==> src/rtl/trng_conditioner.sv <==
// Conditions the raw TRNG bit for the fractional-N dither path: paced sampling,
// repetition-count health test, von Neumann debiasing and word packing.
module trng_conditioner #(
  parameter int WORD_W     = 8,
  parameter int SAMPLE_DIV = 4,
  parameter int WARMUP     = 16,
  parameter int REP_LIMIT  = 32
) (
  input  logic              clk,
  input  logic              rst,
  input  logic              enable,
  input  logic              random_in,
  output logic              trng_stop,
  output logic [WORD_W-1:0] out_data,
  output logic              out_valid,
  input  logic              out_ready,
  output logic              fault
);

  localparam int CNT_W   = $clog2(WORD_W + 1);
  localparam int PRESC_W = (SAMPLE_DIV > 1) ? $clog2(SAMPLE_DIV) : 1;
  localparam logic [PRESC_W-1:0] PRESC_LAST = PRESC_W'(SAMPLE_DIV - 1);
  localparam logic [CNT_W-1:0]   CNT_FULL   = CNT_W'(WORD_W);
  localparam logic [7:0]         REP_TRIP   = 8'(REP_LIMIT);
  localparam logic [8:0]         WARM_LAST  = 9'(WARMUP);

  typedef enum logic [1:0] {S_IDLE, S_WARMUP, S_RUN, S_FAULT} state_t;

  state_t              r_state, w_state_nxt;
  logic [PRESC_W-1:0]  r_presc;
  logic [7:0]          r_warm;
  logic [7:0]          r_rep;
  logic                r_prev;
  logic                r_pair_have;
  logic                r_pair_bit;
  logic [WORD_W-1:0]   r_acc;
  logic [CNT_W-1:0]    r_acc_cnt;
  logic [WORD_W-1:0]   r_out_data;
  logic                r_out_valid;

  logic                w_active;
  logic                w_full;
  logic                w_strobe;
  logic [7:0]          w_rep_nxt;
  logic                w_trip;
  logic                w_warm_done;
  logic                w_load;

  assign w_active    = (r_state == S_WARMUP) || (r_state == S_RUN);
  assign w_full      = (r_acc_cnt == CNT_FULL);
  // A full accumulator freezes sampling entirely, including the health test.
  assign w_strobe    = w_active && enable && !w_full && (r_presc == PRESC_LAST);
  assign w_rep_nxt   = (r_rep == 8'd0)          ? 8'd1 :
                       (random_in == r_prev)    ? r_rep + 8'd1 : 8'd1;
  assign w_trip      = w_strobe && (w_rep_nxt == REP_TRIP);
  assign w_warm_done = (r_state == S_WARMUP) && w_strobe &&
                       (({1'b0, r_warm} + 9'd1) == WARM_LAST);
  assign w_load      = (r_state == S_RUN) && enable && w_full &&
                       (!r_out_valid || out_ready);

  assign trng_stop = w_active;
  assign fault     = (r_state == S_FAULT);
  assign out_data  = r_out_data;
  assign out_valid = r_out_valid;

  always_comb begin
    w_state_nxt = r_state;
    case (r_state)
      S_IDLE:   if (enable) w_state_nxt = (WARMUP == 0) ? S_RUN : S_WARMUP;
      S_WARMUP: if (!enable)        w_state_nxt = S_IDLE;
                else if (w_trip)    w_state_nxt = S_FAULT;
                else if (w_warm_done) w_state_nxt = S_RUN;
      S_RUN:    if (!enable)        w_state_nxt = S_IDLE;
                else if (w_trip)    w_state_nxt = S_FAULT;
      S_FAULT:  if (!enable)        w_state_nxt = S_IDLE;
      default:  w_state_nxt = S_IDLE;
    endcase
  end

  always_ff @(posedge clk) begin
    if (!rst) r_state <= S_IDLE;
    else      r_state <= w_state_nxt;
  end

  always_ff @(posedge clk) begin
    if (!rst) begin
      r_presc     <= '0;
      r_warm      <= '0;
      r_rep       <= '0;
      r_prev      <= 1'b0;
      r_pair_have <= 1'b0;
      r_pair_bit  <= 1'b0;
      r_acc       <= '0;
      r_acc_cnt   <= '0;
      r_out_data  <= '0;
      r_out_valid <= 1'b0;
    end else begin
      if (!w_active || !enable)  r_presc <= '0;
      else if (w_strobe)         r_presc <= '0;
      else if (!w_full)          r_presc <= r_presc + 1'b1;

      if (!w_active || !enable)                   r_warm <= '0;
      else if (w_strobe && r_state == S_WARMUP)   r_warm <= r_warm + 8'd1;

      if (r_state == S_IDLE || !enable) begin
        r_rep <= '0;
      end else if (w_strobe) begin
        r_rep  <= w_rep_nxt;
        r_prev <= random_in;
      end

      if (!enable || r_state != S_RUN || w_trip) begin
        r_acc       <= '0;
        r_acc_cnt   <= '0;
        r_pair_have <= 1'b0;
      end else if (w_load) begin
        r_acc     <= '0;
        r_acc_cnt <= '0;
      end else if (w_strobe) begin
        if (!r_pair_have) begin
          r_pair_bit  <= random_in;
          r_pair_have <= 1'b1;
        end else begin
          r_pair_have <= 1'b0;
          // Unequal pair emits its first sample: 1,0 -> 1 and 0,1 -> 0.
          if (r_pair_bit != random_in) begin
            r_acc     <= {r_pair_bit, r_acc[WORD_W-1:1]};
            r_acc_cnt <= r_acc_cnt + 1'b1;
          end
        end
      end

      if (!enable && r_state != S_IDLE) begin
        r_out_valid <= 1'b0;
      end else if (w_trip || r_state == S_FAULT) begin
        r_out_valid <= 1'b0;
      end else if (w_load) begin
        r_out_data  <= r_acc;
        r_out_valid <= 1'b1;
      end else if (out_ready) begin
        r_out_valid <= 1'b0;
      end
    end
  end

endmodule

==> config.mk <==
export PLATFORM = sky130hd
export DESIGN_NAME = trng_conditioner
export DESIGN_NICKNAME = d
export VERILOG_FILES = /design/src/rtl/trng_conditioner.sv
export SDC_FILE = /design/constraint.sdc
export NUM_CORES = 1
export LEC_CHECK = 0
export BUFFER_PORTS_ARGS = -buffer_cell sky130_fd_sc_hd__buf_2
export CORE_MARGIN = 5
export CORE_UTILIZATION = 35
export DETAILED_ROUTE_END_ITERATION = 12
export GPL_TIMING_DRIVEN = 1
export PLACE_DENSITY = 0.59
export SLEW_MARGIN = 20
export SYNTH_ARGS = -nofsm -noshare
export SYNTH_HDL_FRONTEND = slang
export SYNTH_SLANG_ARGS = --single-unit
==> constraint.sdc <==
create_clock -name clk -period 5.41 [get_ports clk]
set_input_delay 0.2705 -clock clk [delete_from_list [all_inputs] [get_ports clk]]
set_output_delay 0.2705 -clock clk [all_outputs]
set_load 0.05 [all_outputs]
### After elaboration in Yosys (flattened, before gate mapping)

Index checks and enable logic that the tools add are counted.

| operators by class | value |
|---|---|
| $add $sub $neg | 5 |
| equality and inequality tests | 14 |
| mux-type cells | 13 |
| bitwise gates (word level) | 7 |
| reductions and logical operators | 37 |

Operators with widths:

| operator | count |
|---|---|
| 8-bit by 1-bit adder with 8-bit output, second input constant | 2 |
| 8-bit two-way mux | 2 |
| 2-bit two-way mux | 7 |
| 1-bit logical AND | 10 |
| 8-bit by 1-bit adder with 9-bit output, second input constant | 1 |
| 9-bit by 5-bit equality test with 1-bit output, second input constant | 1 |
| 3-bit OR reduction | 3 |
| 8-bit by 6-bit equality test with 1-bit output, second input constant | 1 |
| 8-bit zero test | 1 |
| 2-bit one-hot mux with 4 select lines | 1 |
| 4-bit AND reduction | 2 |
| 1-bit logical OR | 7 |
| 1-bit inverter | 7 |
| 2-bit equality test, second input constant | 3 |
| 2-bit inequality test, second input constant | 3 |
| 3-bit AND reduction | 2 |
| 2-bit OR reduction | 3 |
| 4-bit by 1-bit adder with 4-bit output, second input constant | 1 |
| 4-bit equality test, second input constant | 1 |
| 1-bit zero test | 4 |
| 4-bit inequality test, second input constant | 1 |
| 2-bit AND reduction | 2 |
| 2-bit nonzero test | 2 |
| 1-bit two-way mux | 3 |
| other kinds (6) | 6 |

| storage, ports and cells | value |
|---|---|
| register bits | 44 |
| output and inout bits | 11 |
| logic and storage cells | 87 |

### Logic depth before layout (Yosys ltp)

Gate-level depths: netlist (run 1).

| logic depth | value |
|---|---|
| depth in word-level cells | 11 |
| mapped depth | 10 |
| gate-level depth less buffers | 8 |

### Least setup slack after synthesis (run 1)

Ideal clock, no wire load.

| timing path | value |
|---|---|
| kind | flip-flop to flip-flop |
| start point | register r_state[0] |
| end point | register r_pair_bit |
| setup time | 0.116 ns |
| arrival time | 2.097 ns |
| data required time | 5.294 ns |
| slack | 3.197 ns |
| stages on the path, launching flop included | 9 |
| cells stage by stage | dfxtp_1 > inv_1 > ha_1 > nand3_1 > nand2b_1 > clkbuf_1 > nor3_1 > a21oi_1 > a41o_1 |

| on the way | value |
|---|---|
| longest elaborated chain between the ends | 9 |
| elaborated cells between the ends (all ways) | 16 |
| classes of those cells | eq/ne (3); bitwise (2); reduce/logical (11) |

RTL lines:

| element | RTL line | RTL |
|---|---|---|
| start, declared | 29 | `state_t r_state, w_state_nxt;` |
| start signal, assigned | 82 | `else r_state <= w_state_nxt;` |
| 2-bit by 1-bit equality test with 1-bit output or 2-bit equality test (tied branches) | 49 | `assign w_active = (r_state == S_WARMUP) \|\| (r_state == S_RUN);` |
| 1-bit logical OR * | 49 |  |
| named net trng_stop | 13 | `output logic trng_stop,` |
| 1-bit logical AND * (3 in a row) | 52 | `assign w_strobe = w_active && enable && !w_full && (r_presc == PRESC_LAST);` |
| 1-bit logical AND | 55 | `assign w_trip = w_strobe && (w_rep_nxt == REP_TRIP);` |
| 1-bit logical OR | 112 | `if (!enable \|\| r_state != S_RUN \|\| w_trip) begin` |
| 1-bit inverter (no source line) | n/a |  |
| 4-bit AND reduction (no source line) * | n/a |  |
| end signal, assigned | 121 | `r_pair_bit <= random_in;` |
| end, declared | 35 | `logic r_pair_bit;` |

The timed path passes the listed nets; every way through them passes the cells marked *.
A chain may end at the register's enable or synchronous reset.

### Worst setup path in the final report (run 1)

| timing path | value |
|---|---|
| start point | register r_rep[0] |
| end point | register r_state[1] |

| on the way | value |
|---|---|
| longest elaborated chain between the ends | 8 |
| elaborated cells between the ends (all ways) | 12 |
| classes of those cells | add/sub (1); eq/ne (3); mux (5); reduce/logical (3) |

RTL lines:

| element | RTL line | RTL |
|---|---|---|
| start, declared | 32 | `logic [7:0] r_rep;` |
| start signal, assigned | 108 | `r_rep <= w_rep_nxt;` |
| 8-bit by 1-bit adder with 8-bit output | 54 | `(random_in == r_prev) ? r_rep + 8'd1 : 8'd1;` |
| 8-bit two-way mux | 54 |  |
| 8-bit two-way mux * | 53 | `assign w_rep_nxt = (r_rep == 8'd0) ? 8'd1 :` |
| 8-bit by 6-bit equality test with 1-bit output * | 55 |  |
| 1-bit logical AND * | 55 |  |
| 2-bit two-way mux | 71 | `else if (w_trip) w_state_nxt = S_FAULT;` |
| 2-bit two-way mux | 70 | `S_WARMUP: if (!enable) w_state_nxt = S_IDLE;` |
| 2-bit one-hot mux with 4 select lines | 68 | `case (r_state)` |

Every way passes the cells marked *; elsewhere a longest branch is shown, timed or not.

==> impl_metrics.json, run 1 <==
{
  "status": "finished, final reports clean",
  "postCtsResizedCells": 0,
  "powerDensity_nw_per_um2": 247,
  "slew_headroom_pct": 35.1,
  "pre_cts_ws_ns": 2.74,
  "hp-class": "input pin to register",
  "routed_wl_mm": 4.55,
  "power.leakage_nw": 0.980,
  "ys_top_cells_by_area": "dfxtp_1, mux2i_1, nor2_1",
  "synth.distinct_cells": 51,
  "crit_path_end_kind": "register",
  "synth_area_per_cell_um2": 8.76,
  "ys_seq_area_share_pct": 38.2,
  "drive_above_1_share_pct": 11.2,
  "final_cell_mix": "dfxtp_1, nor2_1, mux2i_1",
  "final_cells": 353,
  "required_ns": 5.64,
  "path_clk_slew_ns": 0.09,
  "period_minus_slack_ns": 2.72,
  "antenna_found_initial": 0,
  "synth_top_area_share_pct": 38.2,
  "synth_ff_type": "dfxtp_1",
  "wl_per_cell_um": 12.9,
  "grt_pass1_vias": 1644,
  "syn_inst": 263,
  "max_freq_ghz": 0.368,
  "post_dp_cell_area_um2": 2420,
  "drv_slew": 0,
  "clk_latency_ns": 0.30,
  "synth_top_area_cell": "dfxtp_1",
  "holdWs_ns": 0.267,
  "syn-num-nets": 278,
  "track_usage_pct": 11.5,
  "vias": 1777,
  "reg2reg_to": "r_state[1]",
  "detail-route-antenna-nets": 0,
  "final_common_cell": "dfxtp_1",
  "fillers": 674,
  "place_congestion": 0.776,
  "ys_async_sr_fraction_pct": 0,
  "r2r_start": "r_rep[0]",
  "hold_start": "random_in",
  "cts_sinks": 44,
  "setup_viol": 0,
  "synth_seq_cells": 44,
  "r2r_setup_slack_ns": 2.69,
  "clock_path_buffers": 2,
  "rr_worst_depth": 8,
  "cts_buffers": 5,
  "layout.nets": 290,
  "post_cts_buffers": 0,
  "rsz0062_at_grt": "no",
  "portBuffers": 15,
  "initialDrtViolationCount": 68,
  "viasPerCell": 5.03,
  "htree_levels": 2,
  "antennaDiodeCount": 0,
  "io_pins": 16,
  "tns_ns": 0,
  "initial_utilization_pct": 36.1,
  "startpoint_type": "register",
  "post-dp-hpwl_mm": 3.27,
  "finalCritPeriodShare_pct": 50.3,
  "overflow": 0,
  "seqCellArea_um2": 881,
  "path_max_fanout": 11,
  "post-route-drc-count": 0,
  "die_h_um": 91.1,
  "synth_edf_count": 0,
  "grt_pass1_wl_mm": 7.89,
  "critical_path_class": "register to register",
  "report.final.hold_viol_count": 0,
  "die-area_um2": 8300,
  "ys_warn_count": 0,
  "setup_slack_ns": 2.69,
  "placed_cells": 345,
  "max_cap_violations": 0,
  "area_growth_pct": 10.3,
  "cts-hold-fix-buffers": 0,
  "cp.arrival_ns": 2.95,
  "cts_tree": "done",
  "core_um2": 6390,
  "root_buffer": "clkbuf_8",
  "die_w_um": 91.1,
  "grt_max_degree": 19,
  "peakVddDrop_uv": 137,
  "whs_path_depth": 3,
  "rows": 29,
  "skew_ns": 0.00379,
  "final_cell_area_um2": 2540,
  "multi_input_area_um2": 1330,
  "syn-cell-area_um2": 2300,
  "drtPass1Iterations": 4,
  "hold_end": "r_prev",
  "worstMarginPinSlew_ns": 0.963
}
-- stage by stage --
step | util (%) | total power, mW
final | 39.8 | 0.626
after global routing | 39.8 | 0.656
after CTS | 39.8 | 0.638
after detailed placement | 38.0 | 0.373
after global placement | 38.0 | 0.372
after floorplan | - | 0.363
-- synth_stat cells, types with 2 or more instances --
cell type  number
a21oi_1        12
a31oi_1         4
and3_1          3
buf_2           2
clkbuf_1        6
dfxtp_1        44
ha_1           10
inv_1          12
mux2i_1        21
nand2_1        15
nand2b_1        4
nand3_1        11
nand3b_1        3
nand4_1         2
nor2_1         38
nor2b_1        10
nor3_1          8
o21ai_0         9
o21bai_1        2
o22ai_1         2
or3_1           3
xnor2_1        11
xor2_1          3
-- kinds of logic (layout without fill, tap and decap cells) --
| kind of cell | after synthesis | count (layout) | share of synthesized area [%] |
|---|---|---|---|
| compound gates | 40 | 40 | 11.4 |
| flops | 44 | 44 | 38.2 |
| mux | 21 | 21 | 9.13 |
| xor+xnor | 14 | 14 | 5.32 |
| simple gates | 112 | 112 | 26.3 |
| fa+ha+maj | 10 | 10 | 5.43 |
| buf+inv | 22 | 35 | 4.18 |
-- area by class of cell --
class,count,share of cell area [%]
flip-flops and latches,44,34.7
well taps,77,3.79
clock inverters,3,1.87
repair buffers,15,2.96
clock buffers,5,2.71
multi-input cells,197,52.2
inverters,12,1.77
-- worst max-delay path by stage --
stage	start	endpoint	slack, ns	cells past startpoint
floorplan	r_state[0]	r_pair_bit	3.20	8
global placement	r_rep[0]	r_state[1]	2.80	8
detailed placement	r_rep[0]	r_state[1]	2.74	8
CTS	r_rep[0]	r_state[1]	2.71	8
global route	r_rep[0]	r_state[1]	2.56	8
finish	r_rep[0]	r_state[1]	2.69	8
-- routing by layer --
layer | wire (um) | up-vias | global-route usage [%]
met5 | 0 | - | 0
met4 | 104 | 0 | 5.87
met3 | 106 | 8 | 2.64
met2 | 1910 | 16 | 16.1
met1 | 2430 | 819 | 16.4
li1 | - | 934 | -
-- state kept, by name (all words and copies together), names as in the netlist --
register / count
out_data: 8
out_valid: 1
r_acc: 8
r_acc_cnt: 4
r_pair_bit: 1
r_pair_have: 1
r_presc: 2
r_prev: 1
r_rep: 8
r_state: 2
r_warm: 8
-- power by group --
part / internal [mW] / switching [mW] / leakage (nW)
logic: 0.0137 / 0.0239 / 0.567
clock network: 0.139 / 0.122 / 0.0583
registers: 0.325 / 0.00207 / 0.355
total: 0.478 / 0.148 / 0.980
-- critical path: stages (launching register included) --
cell and delay, ns:
dfxtp_1 0.37, inv_1 0.10, ha_1 0.13, or4b_1 0.44, o41ai_2 0.78, a21oi_1 0.16
nand4b_1 0.26, o21bai_1 0.19, mux2i_1 0.21
(Power assumes the default switching activity.)
==> run 2: changes to the inputs <==
--- a/config.mk
+++ b/config.mk
@@ -5,12 +5,13 @@
 export SDC_FILE = /design/constraint.sdc
 export NUM_CORES = 1
 export LEC_CHECK = 0
+export ABC_AREA = 1
 export BUFFER_PORTS_ARGS = -buffer_cell sky130_fd_sc_hd__buf_2
 export CORE_MARGIN = 5
 export CORE_UTILIZATION = 35
 export DETAILED_ROUTE_END_ITERATION = 12
 export GPL_TIMING_DRIVEN = 1
-export PLACE_DENSITY = 0.59
+export PLACE_DENSITY = 0.61
 export SLEW_MARGIN = 20
 export SYNTH_ARGS = -nofsm -noshare
 export SYNTH_HDL_FRONTEND = slang
==> constraint.sdc (replaced) <==
create_clock -name clk -period 2.2 [get_ports clk]
set_input_delay 0.11 -clock clk [delete_from_list [all_inputs] [get_ports clk]]
set_output_delay 0.11 -clock clk [all_outputs]
set_load 0.05 [all_outputs]
==> run 2 against run 1 <==
Net effect:
- combinational power rose to 6.6 times the previous value
- wire length rose by 14%
- first-iteration DRC count rose by 29%
- utilization rose by 1.0 points
- worst hold slack got worse by 0.17 ns
- sequential power rose to 2.5 times the previous value
- power rose to 2.6 times the previous value
==> impl_metrics.json, run 2 <==
{
  "status": "finished, final reports clean",
  "rsz0062_at_grt": "no",
  "clock_path_buffers": 2,
  "synth_top_area_cell": "dfxtp_1",
  "clk_latency_ns": 0.30,
  "syn-cell-area_um2": 2540,
  "synth_area_per_cell_um2": 7.95,
  "drtPass1Iterations": 4,
  "ys_warn_count": 0,
  "internal_power_mw": 1.14,
  "max_stage_delay_ns": 0.35,
  "synth_seq_cells": 44,
  "post-dp-hpwl_mm": 3.89,
  "post_dp_cell_area_um2": 2770,
  "detail-route-antenna-nets": 0,
  "synth_ff_type": "dfxtp_1",
  "grt_pass1_vias": 1973,
  "final_common_cell": "nand2_1",
  "path_clk_slew_ns": 0.08,
  "synth_top_area_share_pct": 34.7,
  "area_growth_pct": 14.8,
  "io_pins": 16,
  "powerDensity_nw_per_um2": 553,
  "hp-class": "input pin to register",
  "ys_seq_area_share_pct": 34.7,
  "place_congestion": 0.857,
  "die_w_um": 95.1,
  "routed_wl_mm": 5.18,
  "post-route-drc-count": 0,
  "path_buf_inv": 5,
  "portBuffers": 15,
  "cts-hold-fix-buffers": 0,
  "seqPwrFrac_pct": 50.9,
  "viasPerCell": 4.66,
  "drv_slew": 0,
  "finalCritPeriodShare_pct": 93.5,
  "root_buffer": "clkbuf_8",
  "wl_per_cell_um": 11.5,
  "layout.nets": 364,
  "vias": 2093,
  "synth.cells.most_frequent": "nand2_1, dfxtp_1, inv_1",
  "required_ns": 2.39,
  "setup_viol": 0,
  "skew_ns": 0.00300,
  "cpLargestDelayFamily": "simple AND/OR/NAND/NOR gates",
  "period_minus_slack_ns": 2.06,
  "power.leakage_nw": 1.11,
  "tns_ns": 0,
  "grt_pass1_wl_mm": 9.03,
  "antenna_found_initial": 0,
  "max_cap_violations": 0,
  "cts_buffers": 5,
  "max_freq_ghz": 0.486,
  "path_max_fanout": 7,
  "startpoint_type": "register",
  "worstMarginPinSlew_ns": 0.351,
  "overflow": 0,
  "die-area_um2": 9050,
  "synth.distinct_cells": 42,
  "critical_path_class": "register to register",
  "ys_top_cells_by_area": "dfxtp_1, nand2_1, nor2_4",
  "track_usage_pct": 12.5,
  "grt_max_degree": 14,
  "report.final.hold_viol_count": 0,
  "synth.most_common_cell": "nand2_1",
  "slew_headroom_pct": 76.5,
  "htree_levels": 2,
  "cp.arrival_ns": 2.24,
  "final_cell_area_um2": 2910,
  "antennaDiodeCount": 0,
  "syn-num-nets": 334,
  "initial_utilization_pct": 35.5,
  "rows": 31,
  "synth_edf_count": 0,
  "initialDrtViolationCount": 88,
  "cts_tree": "done",
  "cts_sinks": 44,
  "power_frac_clock_pct": 33.6,
  "crit_path_end_kind": "register",
  "cpMaxStageDelayCell": "dfxtp_2",
  "drive_above_1_share_pct": 27.1,
  "p_sw_share_pct": 29.0,
  "ys_async_sr_fraction_pct": 0,
  "peakVddDrop_uv": 379,
  "final_cell_mix": "nand2_1, dfxtp_1, inv_1",
  "switchingPower_mw": 0.466,
  "fillers": 752,
  "syn_inst": 319,
  "crit_path_cell_trace": "inv_1, ha_4, nand2_1, inv_2, nand3_2, buf_6, inv_2, nand3_2, nor3_4, nand2_4, buf_4, nand4_1, a21oi_1",
  "die_h_um": 95.1,
  "core_um2": 7140,
  "p_comb_share_pct": 15.5
}
run 2: stage by stage:
step,setup WS (ns),cells,power (mW),util [%],hold WS (ns)
3_5_place_dp,0.112,437,1.09,38.8,0.429
3_3_place_gp,0.178,437,1.09,38.8,0.429
4_1_cts,0.0921,445,1.63,40.1,0.108
2_1_floorplan,0.123,319,1.04,-,0.278
5_1_grt,0.00652,449,1.69,40.8,0.124
6_report,0.142,449,1.61,40.8,0.0981
run 2: final timing paths:
check             cells past startpoint     endpoint         from  slack [ns]
setup / recovery                     13  out_data[2]   r_state[0]        0.14
hold / removal                        3   r_state[0]          rst         0.1
setup reg to reg                     13  out_data[2]   r_state[0]        0.14
hold reg to reg                       2  out_data[2]  out_data[2]        0.47
run 2: area by class of cell:
| class | count | area [um2] | area share, % |
|---|---|---|---|
| multi-input combinational | 231 | 1490 | 51.1 |
| sequential | 44 | 883 | 30.4 |
| inverter | 39 | 146 | 5.03 |
| tap | 99 | 124 | 4.26 |
| clock inverter | 1 | 7.51 | 0.258 |
| clock buffer | 7 | 86.3 | 2.97 |
| timing repair buffer | 28 | 176 | 6.06 |
run 2: metal layers:
layer | part of all wire, % | global-route usage [%]
met1 | 48 | 15.9
met3 | 3.7 | 3.71
met2 | 46 | 20.1
met5 | 0 | 0
met4 | 1.7 | 4.33
run 2: kinds of logic after synthesis:
| group | after synthesis | share of synthesized area (%) |
|---|---|---|
| adders and majority gates | 10 | 4.93 |
| DFF | 44 | 34.7 |
| buffers and inverters | 45 | 7.84 |
| AOI/OAI and AO/OA | 52 | 11.9 |
| and+or+nand+nor | 157 | 36.4 |
| xor gates and xnor gates | 3 | 1.04 |
| muxes | 8 | 3.16 |
run 2: timing repair:
item | 4_1_cts | 5_1_grt
setup endpoints to repair | 0 | 13
hold endpoints to repair | 0 | 0
setup buffers | 0 | 3
resized for setup | 0 | 6
run 2: power groups by stage:
stage / Clock [mW] / Sequential (mW) / Combinational [mW]
finish: 0.541 / 0.818 / 0.250
floorplan: 0 / 0.833 / 0.207
CTS: 0.560 / 0.816 / 0.252
global route: 0.586 / 0.820 / 0.282
global placement: 0 / 0.834 / 0.251
detailed placement: 0 / 0.835 / 0.251
run 2: worst register-to-register path, delay by kind of cell (launching register included):
kind | cells | cell delay [ns]
buffers and inverters | 5 | 0.52
flip-flops | 1 | 0.35
AO/OA/AOI/OAI | 1 | 0.07
AND/OR/NAND/NOR | 6 | 0.71
adder cells (fa/ha/maj) | 1 | 0.27
